==> src/rtl/fifo_rr_arbiter.sv <==
// fifo_rr_arbiter: drains NUM_IN upstream FIFOs in round-robin order into a
// single downstream FIFO, tagging each word with its source index.
// Pop-to-push latency is two cycles: the pop cycle, then the cycle in which
// the upstream read data is captured. The push is visible the cycle after that.
// Optional feature macro: ARB_WORD_COUNT_EN adds count_clr / word_count.
module fifo_rr_arbiter #(
   parameter int WORD_SIZE = 6,
   parameter int NUM_IN    = 4,
   parameter int IDX_W     = 2
) (
   input  logic                          clk,
   input  logic                          reset_L,
   input  logic [NUM_IN*WORD_SIZE-1:0]   in_data,
   input  logic [NUM_IN-1:0]             in_empty,
   output logic [NUM_IN-1:0]             in_pop,
   input  logic                          out_almost_full,
   output logic                          out_push,
   output logic [WORD_SIZE-1:0]          out_data,
   output logic [IDX_W-1:0]              out_src,
   output logic                          idle,
   output logic [1:0]                    state
`ifdef ARB_WORD_COUNT_EN
   ,
   input  logic                          count_clr,
   output logic [15:0]                   word_count
`endif
);

   typedef enum logic [1:0] {
      ST_IDLE   = 2'b00,
      ST_ACTIVE = 2'b01,
      ST_STALL  = 2'b10
   } state_e;

   state_e               state_q, state_d;
   logic [IDX_W-1:0]     rr_ptr_q, rr_ptr_d;
   logic                 pop_q, pop_d;
   logic [IDX_W-1:0]     pop_src_q, pop_src_d;
   logic                 out_push_q, out_push_d;
   logic [WORD_SIZE-1:0] out_data_q, out_data_d;
   logic [IDX_W-1:0]     out_src_q, out_src_d;

   logic                 any_ready;
   logic                 pop_en;
   logic                 grant_vld;
   logic [IDX_W-1:0]     grant_idx;
   logic [WORD_SIZE-1:0] in_word [NUM_IN];

   assign any_ready = ~(&in_empty);

   // Unpack the flat upstream data bus into per-input words
   always_comb begin
      for (int unsigned i = 0; i < NUM_IN; i++) begin
         in_word[i] = in_data[i*WORD_SIZE +: WORD_SIZE];
      end
   end

   // Round-robin search: first non-empty input at or above rr_ptr, wrapping
   always_comb begin
      logic [IDX_W-1:0] cand;
      grant_vld = 1'b0;
      grant_idx = '0;
      cand      = '0;
      for (int unsigned k = 0; k < NUM_IN; k++) begin
         cand = rr_ptr_q + IDX_W'(k);
         if (!grant_vld && !in_empty[cand]) begin
            grant_vld = 1'b1;
            grant_idx = cand;
         end
      end
   end

   // FSM next state and pop enable; pops happen only in ACTIVE with room downstream
   always_comb begin
      state_d = state_q;
      pop_en  = 1'b0;
      case (state_q)
         ST_IDLE: begin
            if (any_ready && !out_almost_full) state_d = ST_ACTIVE;
         end
         ST_ACTIVE: begin
            if (out_almost_full)  state_d = ST_STALL;
            else if (!any_ready)  state_d = ST_IDLE;
            else                  pop_en  = grant_vld;
         end
         ST_STALL: begin
            if (!out_almost_full) state_d = any_ready ? ST_ACTIVE : ST_IDLE;
         end
         default: state_d = ST_IDLE;
      endcase
   end

   // Pop strobe, pointer advance and the two-stage push pipeline
   always_comb begin
      in_pop     = '0;
      rr_ptr_d   = rr_ptr_q;
      pop_d      = pop_en;
      pop_src_d  = pop_src_q;
      if (pop_en) begin
         in_pop[grant_idx] = 1'b1;
         rr_ptr_d          = grant_idx + IDX_W'(1);
         pop_src_d         = grant_idx;
      end
      // Upstream data for a pop appears one cycle later; capture it then
      out_push_d = pop_q;
      out_data_d = out_data_q;
      out_src_d  = out_src_q;
      if (pop_q) begin
         out_data_d = in_word[pop_src_q];
         out_src_d  = pop_src_q;
      end
   end

   // State and pipeline registers; reset drops any word still in flight
   always_ff @(posedge clk or posedge reset_L) begin
      if (reset_L) begin
         state_q    <= ST_IDLE;
         rr_ptr_q   <= '0;
         pop_q      <= 1'b0;
         pop_src_q  <= '0;
         out_push_q <= 1'b0;
         out_data_q <= '0;
         out_src_q  <= '0;
      end else begin
         state_q    <= state_d;
         rr_ptr_q   <= rr_ptr_d;
         pop_q      <= pop_d;
         pop_src_q  <= pop_src_d;
         out_push_q <= out_push_d;
         out_data_q <= out_data_d;
         out_src_q  <= out_src_d;
      end
   end

   // pop_q / out_push_q cover pops issued one and two cycles ago
   assign idle     = (state_q == ST_IDLE) && (&in_empty) && !pop_q && !out_push_q;
   assign state    = state_q;
   assign out_push = out_push_q;
   assign out_data = out_data_q;
   assign out_src  = out_src_q;

`ifdef ARB_WORD_COUNT_EN
   logic [15:0] word_count_q, word_count_d;

   // Forwarded-word counter; clear has priority over a same-cycle push
   always_comb begin
      word_count_d = word_count_q;
      if (count_clr)       word_count_d = '0;
      else if (out_push_q) word_count_d = word_count_q + 16'd1;
   end

   // Counter register
   always_ff @(posedge clk or posedge reset_L) begin
      if (reset_L) word_count_q <= '0;
      else         word_count_q <= word_count_d;
   end

   assign word_count = word_count_q;
`endif

endmodule

==> config.mk <==
export PLATFORM = sky130hd
export DESIGN_NAME = fifo_rr_arbiter
export DESIGN_NICKNAME = d
export VERILOG_FILES = /design/src/rtl/fifo_rr_arbiter.sv
export SDC_FILE = /design/constraint.sdc
export NUM_CORES = 1
export LEC_CHECK = 0
export BUFFER_PORTS_ARGS = -buffer_cell sky130_fd_sc_hd__clkbuf_2
export CORE_MARGIN = 8
export CORE_UTILIZATION = 40
export DETAILED_ROUTE_END_ITERATION = 7
export PLACE_DENSITY_LB_ADDON = 0.15
export SLEW_MARGIN = 5
export SYNTH_ARGS = -nofsm -noshare
export SYNTH_HDL_FRONTEND = slang
export SYNTH_SLANG_ARGS = --single-unit
export TNS_END_PERCENT = 1
==> constraint.sdc <==
create_clock -name clk -period 1.84 [get_ports clk]
set_input_delay 0.46 -clock clk [delete_from_list [all_inputs] [get_ports clk]]
set_output_delay 0.46 -clock clk [all_outputs]
set_load 0.02 [all_outputs]
==> results of run 1 <==
-- kinds of logic after synthesis --
group	share of synthesized area, %
adders and majority gates	5.22
AOI/OAI and AO/OA	8.75
muxes	27.0
buffers and inverters	3.52
DFF	41.8
and+or+nand+nor	13.7
-- repair_timing --
item | CTS | global route
buffers inserted | 1 | 2
gates resized for setup | 8 | 24
pin swaps | 3 | 10
endpoints found under the setup margin | 5 | 5
-- per-layer routing --
metal,GRT usage (%),up-vias,share of wire [%]
met5,0,-,0
met4,5.72,0,0.98
met3,4.47,2,7.6
met2,24.1,30,54
met1,13.6,421,37
li1,-,405,-
-- registers in the layout, indices dropped and copies added (netlist names) --
name,cells
out_src,2
rr_ptr_q,2
out_push_d,1
out_data,6
state,2
pop_src_q,2
out_push,1
-- layout by cell type, fill, tap and decap left out, types with 2 or more instances in the layout --
| cell | netlist | routed |
|---|---|---|
| dfrtp_1 | 16 | 14 |
| buf_4 | 0 | 16 |
| o21ai_2 | 0 | 2 |
| clkbuf_2 | 0 | 42 |
| dfrtp_2 | 0 | 2 |
| mux2_2 | 2 | 2 |
| and2_1 | 4 | 2 |
| clkbuf_4 | 0 | 3 |
| buf_6 | 1 | 2 |
| or2_4 | 1 | 2 |
| nor2_2 | 0 | 2 |
| mux4_2 | 6 | 6 |
| nor2b_1 | 2 | 2 |
| nand2b_1 | 3 | 3 |
| nor2_1 | 5 | 2 |
| inv_1 | 2 | 2 |
| and2_4 | 0 | 2 |
| mux2_4 | 6 | 6 |
| nand4_1 | 2 | 2 |
| ha_4 | 0 | 2 |
-- through the flow --
stage / hold WS, ns / worst slack (ns) / instance area (µm²)
detailed placement: 0.497 / -0.267 / 1290
global route: 0.237 / -0.405 / 1450
global placement: 0.488 / -0.204 / 1290
finish: 0.213 / -0.306 / 1450
CTS: 0.229 / -0.313 / 1360
floorplan: 0.349 / 0.0152 / 958
-- area by class of cell --
cell class | instances | share of cell area (%)
inverter | 3 | 0.947
multi-input combinational | 53 | 41.1
clock buffer | 4 | 2.50
timing repair buffer | 61 | 25.3
tap | 28 | 2.41
sequential | 16 | 27.7
-- report_power, final --
group	switching, mW	internal (mW)
clock	0.107	0.120
sequential	0.159	0.487
combinational	0.393	0.484
-- final timing paths --
check / start / end / slack, ns / cells past startpoint
max: in_empty[2] / in_pop[1] / -0.31 / 7
min: reset_L / out_data[4] / 0.21 / 2
max reg2reg: rr_ptr_q[0] / rr_ptr_q[1] / 0.24 / 5
min reg2reg: state[1] / state[0] / 0.51 / 1
max in group asynchronous: reset_L / rr_ptr_q[0] / 1.19 / 2
min in group clk: out_almost_full / state[1] / 0.42 / 2
-- critical path: stages --
cell,delay [ns]
clkbuf_2,0.12
nor2b_1,0.29
a21oi_2,0.12
or2_4,0.29
ha_4,0.16
and2_4,0.13
buf_8,0.12
==> impl_metrics.ini, run 1 <==
[global_routing]
grt_max_degree = 17
grt_pass1_wl_um = 4460
antenna_found_initial = 0
grt-ovfl-total = 0
grt_pass1_vias = 948
track_usage_pct = 13.3

[power_and_ir_drop]
total_power_mw = 1.75
p_per_area_nw_per_um2 = 1200
ir_drop_uv = 658
power.leakage_nw = 0.710

[critical_path]
worstSetupStartpointType = input pin
cp-end-kind = primary output
cp_max_fo = 4
critPathRequiredTime_ns = 1.38
critPathKind = input pin to primary output
arrival_ns = 1.69

[route]
drc = 0
detail_route.vias_per_cell = 5.20
vias = 858
ant_nets = 0
routed_wl_um = 2750
drtPass1Iterations = 6
routedWlPerCell_um = 16.7
dr.first_iter.drc_count = 10

[logic_synthesis]
synth_common_cells = dfrtp_1, mux2_4, mux4_2
yosys.area.top_type = dfrtp_1
synth_seq_cells = 16
seq_area_frac_synth_pct = 41.8
synthesis.nets = 110
synthArstFlopShare_pct = 100
yosysMostFrequentCell = dfrtp_1
syn_avg_cell_area_um2 = 12.8
synth-main-ff-cell = dfrtp_1
synth_edf_count = 0
ys_types = 32
synth_top_area_share_pct = 41.8
ys_warn_count = 0
syn-instance-count = 75
synth_area_um2 = 958
synthTopCellsByArea = dfrtp_1, mux4_2, mux2_4

[clocking]
htreeDepth = 1
cts_made_buffers = 3
clk_pin_slew_ns = 0.09
cts_sinks = 16
clockBufferDepth = 2
ctsHoldBuffers = 0
cts-root-buf = clkbuf_4
clock_latency_ns = 0.28
cts_tree = built

[outcome]
violations = setup timing
outcome = finished, violations left

[finish]
fin_cells = 165
nets = 173
insertedDiodeCount = 0
register_area_um2 = 403
multi_input_area_um2 = 597
drive_above_1_share_pct = 70.8
final_util_pct = 65.0
area_growth_pct = 51.6
n_fill_cell = 184

[placed_design]
dp_hpwl_um = 2170
place_inst = 158
portBuffers = 46
gp_congestion = 0.794

[timing]
setup_tns_ns = -1.25
fmax_mhz = 466
slew_viol_final = 0
slew_headroom_pct = 59.5
hold_viol = 0
tightest_slew_ns = 0.607
skew_ns = 0.00417
setup_slack_ns = -0.306
fin_crit_ns = 2.15
setup_violations = 5
finalCritPeriodShare_pct = 117
rsz0062_at_grt = yes

[floorplanning]
dieHeight_um = 65.0
die_area_um2 = 4220
ios = 47
die_w_um = 65.0
row_count = 17
coreArea_um2 = 2230
initial_core_util_pct = 42.9

[job]
drv_cap = 0

[worst_hold_path]
min_path_type = input pin to async pin
Note: power is estimated with default switching activity, not from simulation.
==> run 2: changes to the inputs <==
- CORE_ASPECT_RATIO: not set -> 1.25
==> run 2 against run 1 <==
Against the previous run: the run still ends with setup timing left; register-to-register slack about the same; fmax increased by 2.2%; clock skew decreased by 0.0021 ns; non-clock buffer count decreased by 2; count of clock-buffer cells in the layout unchanged; combinational power decreased by 4.1%; critical path depth decreased by 1; worst setup slack improved by 0.046 ns; global-route usage decreased by 0.46 points; hold slack improved by 0.0013 ns; die area increased by 0.22%; final cell count increased by 1.8%; critical path type is now flop to primary output; critical endpoint is now in_pop[3].
==> impl_metrics.ini, run 2 (same netlist as run 1, synthesis figures left out) <==
[timing]
skew_ns = 0.00204
whs_ns = 0.215
finalCritPeriodShare_pct = 114
hold_viol = 0
fin_crit_ns = 2.10
rsz0062_at_grt = yes
setup_violations = 5
fmax_mhz = 476
slew_headroom_pct = 58.9
tightest_slew_ns = 0.616
slew_viol_final = 0
setup_slack_ns = -0.260

[floorplanning]
row_count = 20
coreArea_um2 = 2350
dieHeight_um = 70.7
die_area_um2 = 4230
initial_core_util_pct = 40.7
ios = 47
die_w_um = 59.8

[placed_design]
dp_hpwl_um = 2060
place_inst = 162
portBuffers = 46
gp_congestion = 0.809
pre_cts_slack_ns = -0.262

[finish]
nets = 171
fin_cells = 168
final_util_pct = 60.5
area_growth_pct = 48.4
largest_reg_flops = 6
layout_commonest_cell = clkbuf_2
drive_above_1_share_pct = 69.6
final_cell_mix = clkbuf_2, dfrtp_1, buf_4, mux4_2, mux2_4
insertedDiodeCount = 0

[route]
drc = 0
dr.first_iter.drc_count = 11
drtPass1Iterations = 3
routed_wl_um = 2630
detail_route.vias_per_cell = 4.96
ant_nets = 0
routedWlPerCell_um = 15.6
vias = 833

[global_routing]
grtUsageMet2_pct = 23.4
track_usage_pct = 12.8
grt_max_degree = 17
grt.met3_usage_pct = 3.99
grt-ovfl-total = 0
grt_pass1_wl_um = 4240
use_met1_pct = 12.5
grt-busiest-layer = met2
grt_pass1_vias = 944
antenna_found_initial = 0

[power_and_ir_drop]
clkPwrFrac_pct = 13.5
ir_drop_uv = 575
p_per_area_nw_per_um2 = 1200
switchingPower_mw = 0.634
power_frac_seq_pct = 37.2
power.share.switching_pct = 37.2
power.leakage_nw = 0.699
intPower_mw = 1.07
total_power_mw = 1.71
combPwrFrac_pct = 49.3

[critical_path]
arrival_ns = 1.64
critPathKind = flop to primary output
cp_max_fo = 6
critPathRequiredTime_ns = 1.38
cp-end-kind = primary output
worstSetupStartpointType = flop

[clocking]
clockBufferDepth = 2
cts_made_buffers = 3
ctsHoldBuffers = 0
cts-root-buf = clkbuf_4
cts_tree = built
clock_latency_ns = 0.28
htreeDepth = 1
cts_sinks = 16
clk_pin_slew_ns = 0.09

[job]
drv_cap = 0

[outcome]
violations = setup timing
outcome = finished, violations left

[worst_hold_path]
min_path_type = input pin to async pin
==> run 2: changes by cell type in the layout (fill, tap and decap cells not counted), sizes merged <==
cell and delta:
buf -5, clkbuf +3
==> run 2: power groups by stage <==
| stage | Combinational [mW] | Clock (mW) | Sequential (mW) |
|---|---|---|---|
| final | 0.841 | 0.230 | 0.635 |
| after global routing | 0.909 | 0.254 | 0.664 |
| after CTS | 0.807 | 0.239 | 0.628 |
| after detailed placement | 0.761 | 0 | 0.632 |
| after global placement | 0.744 | 0 | 0.625 |
| after floorplan | 0.459 | 0 | 0.680 |
==> run 2: layout make-up <==
class                           instances  area [µm²]
Clock buffer                            4        36.3
Fill cell                             233         930
Inverter                                3        13.8
Multi-Input combinational cell         53         572
Sequential cell                        16         403
Tap cell                               33        41.3
Timing Repair Buffer                   59         357
==> run 2: per-layer routing <==
metal	vias to the layer above	routed length, µm	part of all wire (%)
li1	400	-	-
met1	400	985	37
met2	29	1380	52
met3	4	215	8.2
met4	0	48	1.8
met5	-	0	0
==> run 2: final timing paths <==
path	start	endpoint	slack, ns	cells after the start
setup / recovery	rr_ptr_q[0]	in_pop[3]	-0.26	6
hold / removal	reset_L	out_data[5]	0.21	2
setup reg to reg	rr_ptr_q[0]	rr_ptr_q[1]	0.25	5
hold reg to reg	state[1]	state[0]	0.51	1
max in group asynchronous	reset_L	rr_ptr_q[0]	1.19	2
min in group clk	out_almost_full	state[1]	0.41	2
==> run 2: what timing repair did <==
action                     4_1_cts  5_1_grt
setup endpoints to repair        5        5
gates resized for setup         13       12
pin swaps                        6        6
setup buffers                    2        0
==> run 2: critical path, stage by stage, from the launching register on <==
cell      delay (ns)
dfrtp_2         0.43
nor2_1          0.07
o21ai_2         0.17
and4_4          0.28
ha_1            0.14
and2_1          0.13
clkbuf_8        0.14
==> run 2: per-stage QoR <==
step	setup TNS [ns]	area, µm²
finish	-1.07	1420
global route	-1.50	1420
CTS	-1.35	1390
detailed placement	-0.909	1290
global placement	-0.788	1290
floorplan	0	958
==> run 3: changes to the inputs <==
--- a/constraint.sdc
+++ b/constraint.sdc
@@ -3,2 +3,2 @@
 set_output_delay 0.46 -clock clk [all_outputs]
-set_load 0.02 [all_outputs]
+set_load 0.01 [all_outputs]
==> run 3 against run 2 <==
Against the previous run: the run still ends with setup timing left; clock skew up 0.0064 ns; first-iteration DRC count up 73%; critical path depth unchanged; utilization down 2.0 points; total power down 6.8%.
==> impl_metrics.ini, run 3 (same netlist as run 1, synthesis figures left out) <==
[clocking]
clockBufferDepth = 2
cts_tree = built
clk_pin_slew_ns = 0.10
htreeDepth = 1
ctsHoldBuffers = 0
cts-root-buf = clkbuf_4
cts_sinks = 16
cts_made_buffers = 3
clock_latency_ns = 0.28

[timing]
fin_crit_ns = 2.09
finalCritPeriodShare_pct = 113
setup_slack_ns = -0.247
fmax_mhz = 479
slew_viol_final = 0
skew_ns = 0.00847
slew_headroom_pct = 60.2
setup_violations = 5
rsz0062_at_grt = yes
tightest_slew_ns = 0.596
hold_viol = 0

[finish]
multi_input_area_um2 = 554
drive_above_1_share_pct = 67.4
final_cell_mix = clkbuf_2, dfrtp_1, buf_4, mux4_2, mux2_4
layout_commonest_cell = clkbuf_2
final_util_pct = 58.5
area_growth_pct = 43.6
insertedDiodeCount = 0
n_fill_cell = 238
largest_reg_flops = 6
nets = 171
register_area_um2 = 403

[route]
detail_route.vias_per_cell = 5.04
routedWlPerCell_um = 15.1
drtPass1Iterations = 4
vias = 847
routed_wl_um = 2540
dr.first_iter.drc_count = 19
drc = 0
ant_nets = 0

[global_routing]
grt-ovfl-total = 0
grt_max_degree = 17
antenna_found_initial = 0
track_usage_pct = 12.6
grt_pass1_wl_um = 4240
grt_pass1_vias = 953

[placed_design]
portBuffers = 46
gp_congestion = 0.820

[critical_path]
crit_path_max_incr_delay_ns = 0.46
slowest_stage = dfrtp_2
crit_family = flip-flops
critPathKind = flop to primary output
cp_cell_sequence = o21ai_2 > a21oi_2 > or2_4 > ha_1 > and2_1 > clkbuf_2
critPathRequiredTime_ns = 1.38
cp_max_fo = 6
arrival_ns = 1.63
worstSetupStartpointType = flop
cp-end-kind = primary output
cp.buffers_inverters = 1

[floorplanning]
dieHeight_um = 70.7
ios = 47
die_w_um = 59.8
row_count = 20
die_area_um2 = 4230
coreArea_um2 = 2350
initial_core_util_pct = 40.7

[power_and_ir_drop]
clkPwrFrac_pct = 14.1
intPower_mw = 1.06
switchingPower_mw = 0.535
power.share.switching_pct = 33.6
power.leakage_nw = 0.691
total_power_mw = 1.59
p_per_area_nw_per_um2 = 1160
ir_drop_uv = 543
combPwrFrac_pct = 46.0
power_frac_seq_pct = 39.8

[outcome]
violations = setup timing
outcome = finished, violations left

[worst_hold_path]
min_path_type = input pin to async pin

[job]
drv_cap = 0
-- run 3: area by class of cell --
type	instances	area share, %
flip-flops and latches	16	29.3
clock buffers	4	2.64
well taps	33	3.00
repair buffers	59	23.8
multi-input cells	53	40.3
inverters	3	1.00
-- run 3: power by group through the flow --
| stage | clock network (mW) | logic (mW) | registers, mW |
|---|---|---|---|
| after floorplan | 0 | 0.453 | 0.608 |
| after global placement | 0 | 0.663 | 0.624 |
| after detailed placement | 0 | 0.685 | 0.631 |
| after CTS | 0.235 | 0.728 | 0.637 |
| after global routing | 0.249 | 0.803 | 0.660 |
| final | 0.225 | 0.733 | 0.634 |
-- run 3: what timing repair did --
item | CTS | global route
gates resized for setup | 10 | 3
setup buffers | 2 | 0
endpoints found under the setup margin | 5 | 5
pin swaps | 4 | 4
-- run 3: final timing paths --
kind	from	endpoint	slack (ns)	cells past startpoint
max	rr_ptr_q[0]	in_pop[1]	-0.25	6
min reg2reg	state[1]	state[0]	0.50	1
min	reset_L	out_src[1]	0.21	2
min in group clk	out_almost_full	state[1]	0.42	2
max reg2reg	rr_ptr_q[0]	rr_ptr_q[1]	0.28	5
max in group asynchronous	reset_L	rr_ptr_q[0]	1.19	2
-- run 3: layer usage --
metal	vias to the layer above	share of wire [%]	global-route usage, %
met5	-	0	0
met4	0	1.1	4.79
met3	2	6.5	2.54
met2	27	53	22.6
met1	416	39	13.9
li1	402	-	-
-- run 3: stage by stage --
stage,TNS [ns],instances,hold WS (ns),instance area [µm²],setup WS (ns)
floorplan,0,75,0.349,958,0.0536
global placement,-0.670,162,0.484,1290,-0.185
detailed placement,-0.812,162,0.493,1290,-0.225
CTS,-1.06,168,0.228,1370,-0.254
global route,-1.42,168,0.255,1380,-0.335
finish,-0.908,168,0.214,1380,-0.247
